$ cat src/rtl/dmem_arbiter.sv
// dmem_arbiter: shares a single-port, synchronous-read data memory between the CPU
// load/store port (port 0) and a debug/DMA port (port 1) with round-robin priority.
//
// Ports:
//   clk, reset            clock; synchronous active-high reset
//   cpu_req_i/we_i/addr_i/wdata_i   CPU request (held until done)
//   cpu_rdata_o, cpu_rvalid_o       CPU load data and its one-cycle valid pulse
//   cpu_stall_o                     CPU must hold PC and register writes
//   dbg_req_i/we_i/addr_i/wdata_i   debug request (held until done)
//   dbg_gnt_o                       debug access issued this cycle
//   dbg_rdata_o, dbg_rvalid_o       debug read data and its one-cycle valid pulse
//   mem_addr_o/we_o/wdata_o         word address, write enable, write data to memory
//   mem_rdata_i                     memory read data, one cycle after the address
module dmem_arbiter #(
    parameter int unsigned DBITS     = 32,
    parameter int unsigned ADDR_BITS = 13,
    parameter int unsigned MEM_AW    = ADDR_BITS - 2
) (
    input  logic              clk,
    input  logic              reset,
    input  logic              cpu_req_i,
    input  logic              cpu_we_i,
    input  logic [DBITS-1:0]  cpu_addr_i,
    input  logic [DBITS-1:0]  cpu_wdata_i,
    output logic [DBITS-1:0]  cpu_rdata_o,
    output logic              cpu_rvalid_o,
    output logic              cpu_stall_o,
    input  logic              dbg_req_i,
    input  logic              dbg_we_i,
    input  logic [DBITS-1:0]  dbg_addr_i,
    input  logic [DBITS-1:0]  dbg_wdata_i,
    output logic              dbg_gnt_o,
    output logic [DBITS-1:0]  dbg_rdata_o,
    output logic              dbg_rvalid_o,
    output logic [MEM_AW-1:0] mem_addr_o,
    output logic              mem_we_o,
    output logic [DBITS-1:0]  mem_wdata_o,
    input  logic [DBITS-1:0]  mem_rdata_i
);

    typedef enum logic [1:0] {StIdle, StRdCpu, StRdDbg} state_e;

    state_e            state_q, state_d;
    logic              last_dbg_q, last_dbg_d;  // 1: debug won the most recent grant
    logic [DBITS-1:0]  cpu_rdata_q, cpu_rdata_d;
    logic [DBITS-1:0]  dbg_rdata_q, dbg_rdata_d;
    logic              cpu_rvalid_q, cpu_rvalid_d;
    logic              dbg_rvalid_q, dbg_rvalid_d;
    logic [MEM_AW-1:0] mem_addr_q, mem_addr_d;

    logic              can_grant;
    logic              cpu_win;
    logic              dbg_win;
    logic [MEM_AW-1:0] cpu_word;
    logic [MEM_AW-1:0] dbg_word;

    // Byte-offset and out-of-range address bits are intentionally dropped.
    logic unused_addr_bits;
    assign unused_addr_bits = ^{cpu_addr_i[DBITS-1:ADDR_BITS], cpu_addr_i[1:0],
                                dbg_addr_i[DBITS-1:ADDR_BITS], dbg_addr_i[1:0]};

    assign cpu_word = cpu_addr_i[ADDR_BITS-1:2];
    assign dbg_word = dbg_addr_i[ADDR_BITS-1:2];

    // No grant in the cycle a read result is returned, so the finishing requester
    // has a cycle to drop its request before it could be re-granted.
    always_comb begin
        can_grant = (state_q == StIdle) && !reset && !cpu_rvalid_q && !dbg_rvalid_q;
        cpu_win   = can_grant && cpu_req_i && (!dbg_req_i || last_dbg_q);
        dbg_win   = can_grant && dbg_req_i && !cpu_win;
    end

    always_comb begin
        mem_addr_o  = mem_addr_q;
        mem_wdata_o = cpu_wdata_i;
        if (state_q == StIdle) begin
            mem_addr_o = dbg_win ? dbg_word : cpu_word;
        end
        if (dbg_win || (state_q == StRdDbg)) begin
            mem_wdata_o = dbg_wdata_i;
        end
        mem_we_o     = (cpu_win && cpu_we_i) || (dbg_win && dbg_we_i);
        dbg_gnt_o    = dbg_win;
        cpu_stall_o  = !reset && cpu_req_i && !((cpu_win && cpu_we_i) || cpu_rvalid_q);
        cpu_rdata_o  = cpu_rdata_q;
        cpu_rvalid_o = cpu_rvalid_q;
        dbg_rdata_o  = dbg_rdata_q;
        dbg_rvalid_o = dbg_rvalid_q;
    end

    always_comb begin
        state_d      = state_q;
        last_dbg_d   = last_dbg_q;
        cpu_rdata_d  = cpu_rdata_q;
        dbg_rdata_d  = dbg_rdata_q;
        cpu_rvalid_d = 1'b0;
        dbg_rvalid_d = 1'b0;
        mem_addr_d   = mem_addr_q;
        case (state_q)
            StIdle: begin
                mem_addr_d = mem_addr_o;
                if (cpu_win) begin
                    last_dbg_d = 1'b0;
                    if (!cpu_we_i) state_d = StRdCpu;
                end else if (dbg_win) begin
                    last_dbg_d = 1'b1;
                    if (!dbg_we_i) state_d = StRdDbg;
                end
            end
            StRdCpu: begin
                cpu_rdata_d  = mem_rdata_i;
                cpu_rvalid_d = 1'b1;
                state_d      = StIdle;
            end
            StRdDbg: begin
                dbg_rdata_d  = mem_rdata_i;
                dbg_rvalid_d = 1'b1;
                state_d      = StIdle;
            end
            default: state_d = StIdle;
        endcase
    end

    always_ff @(posedge clk) begin
        if (reset) begin
            state_q      <= StIdle;
            last_dbg_q   <= 1'b1;
            cpu_rdata_q  <= '0;
            dbg_rdata_q  <= '0;
            cpu_rvalid_q <= 1'b0;
            dbg_rvalid_q <= 1'b0;
            mem_addr_q   <= '0;
        end else begin
            state_q      <= state_d;
            last_dbg_q   <= last_dbg_d;
            cpu_rdata_q  <= cpu_rdata_d;
            dbg_rdata_q  <= dbg_rdata_d;
            cpu_rvalid_q <= cpu_rvalid_d;
            dbg_rvalid_q <= dbg_rvalid_d;
            mem_addr_q   <= mem_addr_d;
        end
    end

endmodule
$ cat config.mk
export PLATFORM = sky130hd
export DESIGN_NAME = dmem_arbiter
export DESIGN_NICKNAME = d
export VERILOG_FILES = /design/src/rtl/dmem_arbiter.sv
export SDC_FILE = /design/constraint.sdc
export NUM_CORES = 1
export LEC_CHECK = 0
export CELL_PAD_IN_SITES_DETAIL_PLACEMENT = 1
export CELL_PAD_IN_SITES_GLOBAL_PLACEMENT = 1
export CORE_ASPECT_RATIO = 1.2
export CORE_MARGIN = 5
export CORE_UTILIZATION = 23
export CTS_CLUSTER_DIAMETER = 80
export DETAILED_ROUTE_END_ITERATION = 10
export GPL_TIMING_DRIVEN = 0
export PLACE_DENSITY_LB_ADDON = 0.05
export SLEW_MARGIN = 10
export SYNTH_ARGS = -nofsm -noshare
export SYNTH_HDL_FRONTEND = slang
export SYNTH_SLANG_ARGS = --single-unit
$ cat constraint.sdc
create_clock -name clk -period 3.1 [get_ports clk]
set_input_delay 0.31 -clock clk [delete_from_list [all_inputs] [get_ports clk]]
set_output_delay 0.31 -clock clk [all_outputs]
set_load 0.05 [all_outputs]
; After elaboration in Yosys (flattened, before gate mapping)
; Cells that the tools add are included.
[op_classes]
multipliers = 0
reduce_logical = 26
bitwise_logic = 1
n_shift = 0
magnitude_cmp = 0
add_sub_neg = 0
div = 0
eq_ne = 4
muxes = 11
[ops]
columns = operator, count
row1 = $mux W32, 1
row2 = $mux W11, 2
row3 = $logic_and A1 B1 Y1, 11
row4 = $mux W2, 4
row5 = $logic_not A1 Y1, 6
row6 = $logic_or A1 B1 Y1, 4
row7 = $mux W1, 4
row8 = $reduce_and A3 Y1, 1
row9 = $eq A2 B1 Y1 const B, 1
row10 = $eq A2 B2 Y1 const B, 1
row11 = $logic_not A2 Y1, 1
row12 = $ne A2 B1 Y1 const B, 1
row13 = $ne A2 B2 Y1 const B, 1
row14 = $reduce_and A2 Y1, 1
row15 = $reduce_bool A2 Y1, 1
row16 = $reduce_or A2 Y1, 1
row17 = $not A1 Y1, 1
[totals]
n_memories = 0
regBits = 80
latchBits = 0
out_inout_bits = 112
elab_cells = 49
rom_bits = 0
mem_bits_rw = 0

; Depth between registers and ports, before layout
[depth]
depth_word = 10
depth_mapped = 7
mapped_depth_nobuf = 3

; Worst setup path before layout
; OpenSTA, ideal clock, no wires.
[synth_timing]
path_type = reg-to-output
from = register cpu_rvalid_q (netlist: cpu_rvalid_o)
to = output port mem_addr_o[0]
stages_incl_launch_ff = 7
n_path_buf = 3
arrival_ns = 2.400
setup_slack_ns = 0.390
required_time_ns = 2.790
path_cell_list = dfxtp_1 -> or3_1 -> buf_2 -> or3_1 -> buf_2 -> buf_2 -> a21oi_1
[synth_via]
elab_chain_len = 9
elab_cells_between_ends = 10
classes_between = mux (2) / reduce/logical (8)
[synth_lines]
columns = element, line
row1 = start: declaration, 47  ; logic cpu_rvalid_q, cpu_rvalid_d;
row2 = start signal: assignment, 138  ; cpu_rvalid_q <= cpu_rvalid_d;
row3 = $logic_not A1 Y1 *, 68  ; can_grant = (state_q == StIdle) && !reset && !cpu_rvalid_q && !dbg_rvalid_q;
row4 = $logic_and A1 B1 Y1 * (2 in series), 68
row5 = $logic_and A1 B1 Y1 (2 in series), 69  ; cpu_win = can_grant && cpu_req_i && (!dbg_req_i || last_dbg_q);
row6 = $logic_not A1 Y1, 70  ; dbg_win = can_grant && dbg_req_i && !cpu_win;
row7 = $logic_and A1 B1 Y1 *, 70
row8 = $mux W11 *, 77  ; mem_addr_o = dbg_win ? dbg_word : cpu_word;
row9 = $mux W11 *, 76  ; if (state_q == StIdle) begin
row10 = end: declaration, 35  ; output logic [MEM_AW-1:0] mem_addr_o,
; Every way passes the cells marked *; elsewhere a longest branch is shown, timed or not.

; Final worst setup path
[layout_timing]
from = register state_q[1]
to = output port mem_addr_o[6]
[layout_via]
elab_chain_len = 10
elab_cells_between_ends = 11
classes_between = mux (2) / reduce/logical (9)
[layout_lines]
columns = element, line
row1 = start: declaration, 43  ; state_e state_q, state_d;
row2 = start signal: assignment, 126  ; state_q <= StIdle;
row3 = start signal: assignment, 134  ; state_q <= state_d;
row4 = $logic_not A2 Y1 *, "68, 76"
row5 = $logic_and A1 B1 Y1 (3 in series), 68
row6 = $logic_and A1 B1 Y1 (2 in series), 69
row7 = $logic_not A1 Y1, 70
row8 = $logic_and A1 B1 Y1, 70
row9 = $mux W11, 77
row10 = $mux W11 *, 76
; Marked as above.

==> results.sh <==
export IMPL_outcome="complete, no violations"
export IMPL_grt_overflow_total=0
export IMPL_antenna_found_initial=0
export IMPL_vias=3848
export IMPL_dieArea_sq_um=17400
export IMPL_first_iter_violations=135
export IMPL_yosys_warnings=0
export IMPL_cp_common_cell="buf_2"
export IMPL_dp_hpwl_microns=12000
export IMPL_drtPass1Iterations=4
export IMPL_dieWidth_microns=121
export IMPL_initial_core_util_pct=23.7
export IMPL_max_freq_mhz=341
export IMPL_ys_flop_type="dfxtp_1"
export IMPL_critical_path_class="flip-flop to primary output"
export IMPL_antenna_cells=0
export IMPL_root_buffer="clkbuf_16"
export IMPL_syn_area_sq_um=3420
export IMPL_finalHoldWorstSlack_ns=0.453
export IMPL_critPathMaxStageDelay_ns=0.56
export IMPL_core_area_sq_um=14500
export IMPL_gp_congestion=0.758
export IMPL_fin_area_sq_um=6340
export IMPL_place_area_sq_um=6020
export IMPL_setup_worst_path_end_class="primary output"
export IMPL_start_kind="flip-flop"
export IMPL_synth_top_area_share_pct=46.8
export IMPL_area_delta_synth_final_pct=85.2
export IMPL_finalSetupViolCount=0
export IMPL_powerDensity_nw_per_um2=469
export IMPL_final_nets=825
export IMPL_wl_microns=14800
export IMPL_grt_pass1_wl_microns=23000
export IMPL_hold_buffers=0
export IMPL_post_synth_top_count_cell="nand2_1"
export IMPL_r2r_setup_slack_ns=1.31
export IMPL_clock_latency_ns=0.34
export IMPL_syn_area_per_cell_sq_um=8.27
export IMPL_min_period_ns=2.94
export IMPL_die_height_microns=144
export IMPL_clock_skew_ns=0.00973
export IMPL_synth_edf_count=0
export IMPL_peakVddDrop_v=0.000283
export IMPL_drive_gt1_share_pct=4.52
export IMPL_pin_count=278
export IMPL_ys_ff_latch=80
export IMPL_slew_violations=0
export IMPL_finalNonFillerCells=864
export IMPL_cts_tree="built"
export IMPL_setup_tns_ns=0
export IMPL_worst_slew_pin_slew_ns=0.732
export IMPL_cp_max_fo=10
export IMPL_syn_num_nets=580
export IMPL_dp_cells=848
export IMPL_hp_class="flip-flop to flip-flop"
export IMPL_cts_sinks=80
export IMPL_crit_chain="or2_2, clkbuf_1, or3_1, buf_2, buf_2, a21oi_1, dlygate4sd2_1"
export IMPL_grt_total_usage_pct=17.0
export IMPL_worstPathBufferInverterCount=4
export IMPL_cts_max_level=3
export IMPL_cts_buffer_depth=2
export IMPL_crit_arrival_ns=2.63
export IMPL_rsz0062_at_grt="no"
export IMPL_synth_area_leaders="dfxtp_1 (47%), nand2_1 (14%), a21oi_1 (11%), mux2_1 (9.9%), mux2i_1 (3.2%)"
export IMPL_cts_setup_buffers=0
export IMPL_yosysTopAreaCell="dfxtp_1"
export IMPL_hold_violations=0
export IMPL_viasPerCell=4.45
export IMPL_row_count=48
export IMPL_slew_limit_headroom_pct=51.2
export IMPL_cts_made_buffers=9
export IMPL_fin_crit_sh_pct=94.7
export IMPL_path_clk_slew_ns=0.06
export IMPL_grt_max_degree=15
export IMPL_grt_pass1_vias=4265
export IMPL_async_reset_ff_share_pct=0
export IMPL_seq_area_frac_synth_pct=46.8
export IMPL_route_detailed_drc=0
export IMPL_worstPathRequired_ns=2.79
export IMPL_crit_family="buffers and inverters"
export IMPL_netlist_instances=414
export IMPL_drt_wirelength_per_cell_microns=17.2
export IMPL_cap_violations=0
export IMPL_final_core_util_pct=43.8
export IMPL_synth_common_cells="nand2_1 (131), dfxtp_1 (80), a21oi_1 (76)"
export IMPL_synth_distinct_cells=25
export IMPL_crit_slowest_cell="dlygate4sd2_1"
export IMPL_port_buffers=234
export IMPL_power_leakage_nw=2.50
export IMPL_ant_nets=0
## through the flow
step / worst slack, ns / power [mW]
floorplan: 0.390 / 1.59
global placement: -0.0554 / 1.97
detailed placement: -0.0584 / 1.97
CTS: 0.00483 / 3.03
global route: 0.0139 / 3.11
finish: 0.165 / 2.98
## path summary, 6_finish.rpt
path | cells past startpoint | to | from
worst max-delay path | 7 | mem_addr_o[6] | state_q[1]
worst min-delay path | 2 | cpu_rdata_o[16] | cpu_rdata_o[16]
worst max register to register | 6 | mem_addr_q[9] | state_q[1]
worst min register to register | 2 | cpu_rdata_o[16] | cpu_rdata_o[16]
## power breakdown
| group | internal [mW] | total [mW] | switching [mW] |
|---|---|---|---|
| registers | 1.07 | 1.09 | 0.0184 |
| logic | 0.333 | 0.830 | 0.497 |
| clock network | 0.624 | 1.06 | 0.438 |
## flip-flops by register name (all words and copies together), names as in the netlist
register      cells
cpu_rdata_o      32
cpu_rvalid_o      1
dbg_rdata_o      32
dbg_rvalid_o      1
last_dbg_q        1
mem_addr_q       11
state_q           2
## what timing repair did
item	CTS	global route
pin swaps	0	0
endpoints found under the setup margin	20	22
resized for setup	20	22
## layout make-up
| cell class | instances | area (sq um) |
|---|---|---|
| sequential | 80 | 1600 |
| timing repair buffer | 234 | 2370 |
| multi-input combinational | 294 | 1640 |
| clock inverter | 7 | 70.1 |
| clock buffer | 9 | 225 |
| buffer | 37 | 174 |
| tap | 200 | 250 |
| inverter | 3 | 11.3 |
| fill | 1686 | 8130 |
## worst register-to-register path: stages (launching register included)
cell      delay (ns)
dfxtp_1         0.34
or2_2           0.30
clkbuf_1        0.16
or3_1           0.39
buf_2           0.17
buf_6           0.15
a211oi_1        0.20
## cell usage in the layout, fill, tap and decap left out, drive strengths merged, types with 2 or more instances in the layout
| cell | count |
|---|---|
| clkbuf | 37 |
| nor2 | 5 |
| or2 | 2 |
| dfxtp | 80 |
| nor2b | 2 |
| dlymetal6s2s | 22 |
| nand3 | 2 |
| buf | 9 |
| or3 | 2 |
| inv | 4 |
| a211oi | 11 |
| dlygate4sd2 | 20 |
| mux2i | 11 |
| mux2 | 32 |
| nand2 | 131 |
| nor4 | 11 |
| clkdlybuf4s50 | 192 |
| a21oi | 76 |
| clkinv | 4 |
| nand2b | 3 |
## layer usage
layer  track usage [%]  up-vias  wire length [microns]
met2              31.8      163                   7630
met3              5.08       15                   1250
met1              18.0     1784                   5690
met5                 0        -                      0
met4              5.96        0                    275
li1                  -     1886                      -
## cells by family (layout without fill, tap and decap cells)
family          Yosys count  after routing  synth area share (%)
compound gates           92             92                  15.1
buf+inv                  40            290                  5.41
flops                    80             80                  46.8
mux                      43             43                  13.7
simple gates            159            159                  19.0
Power figures use the tool's default switching activity.
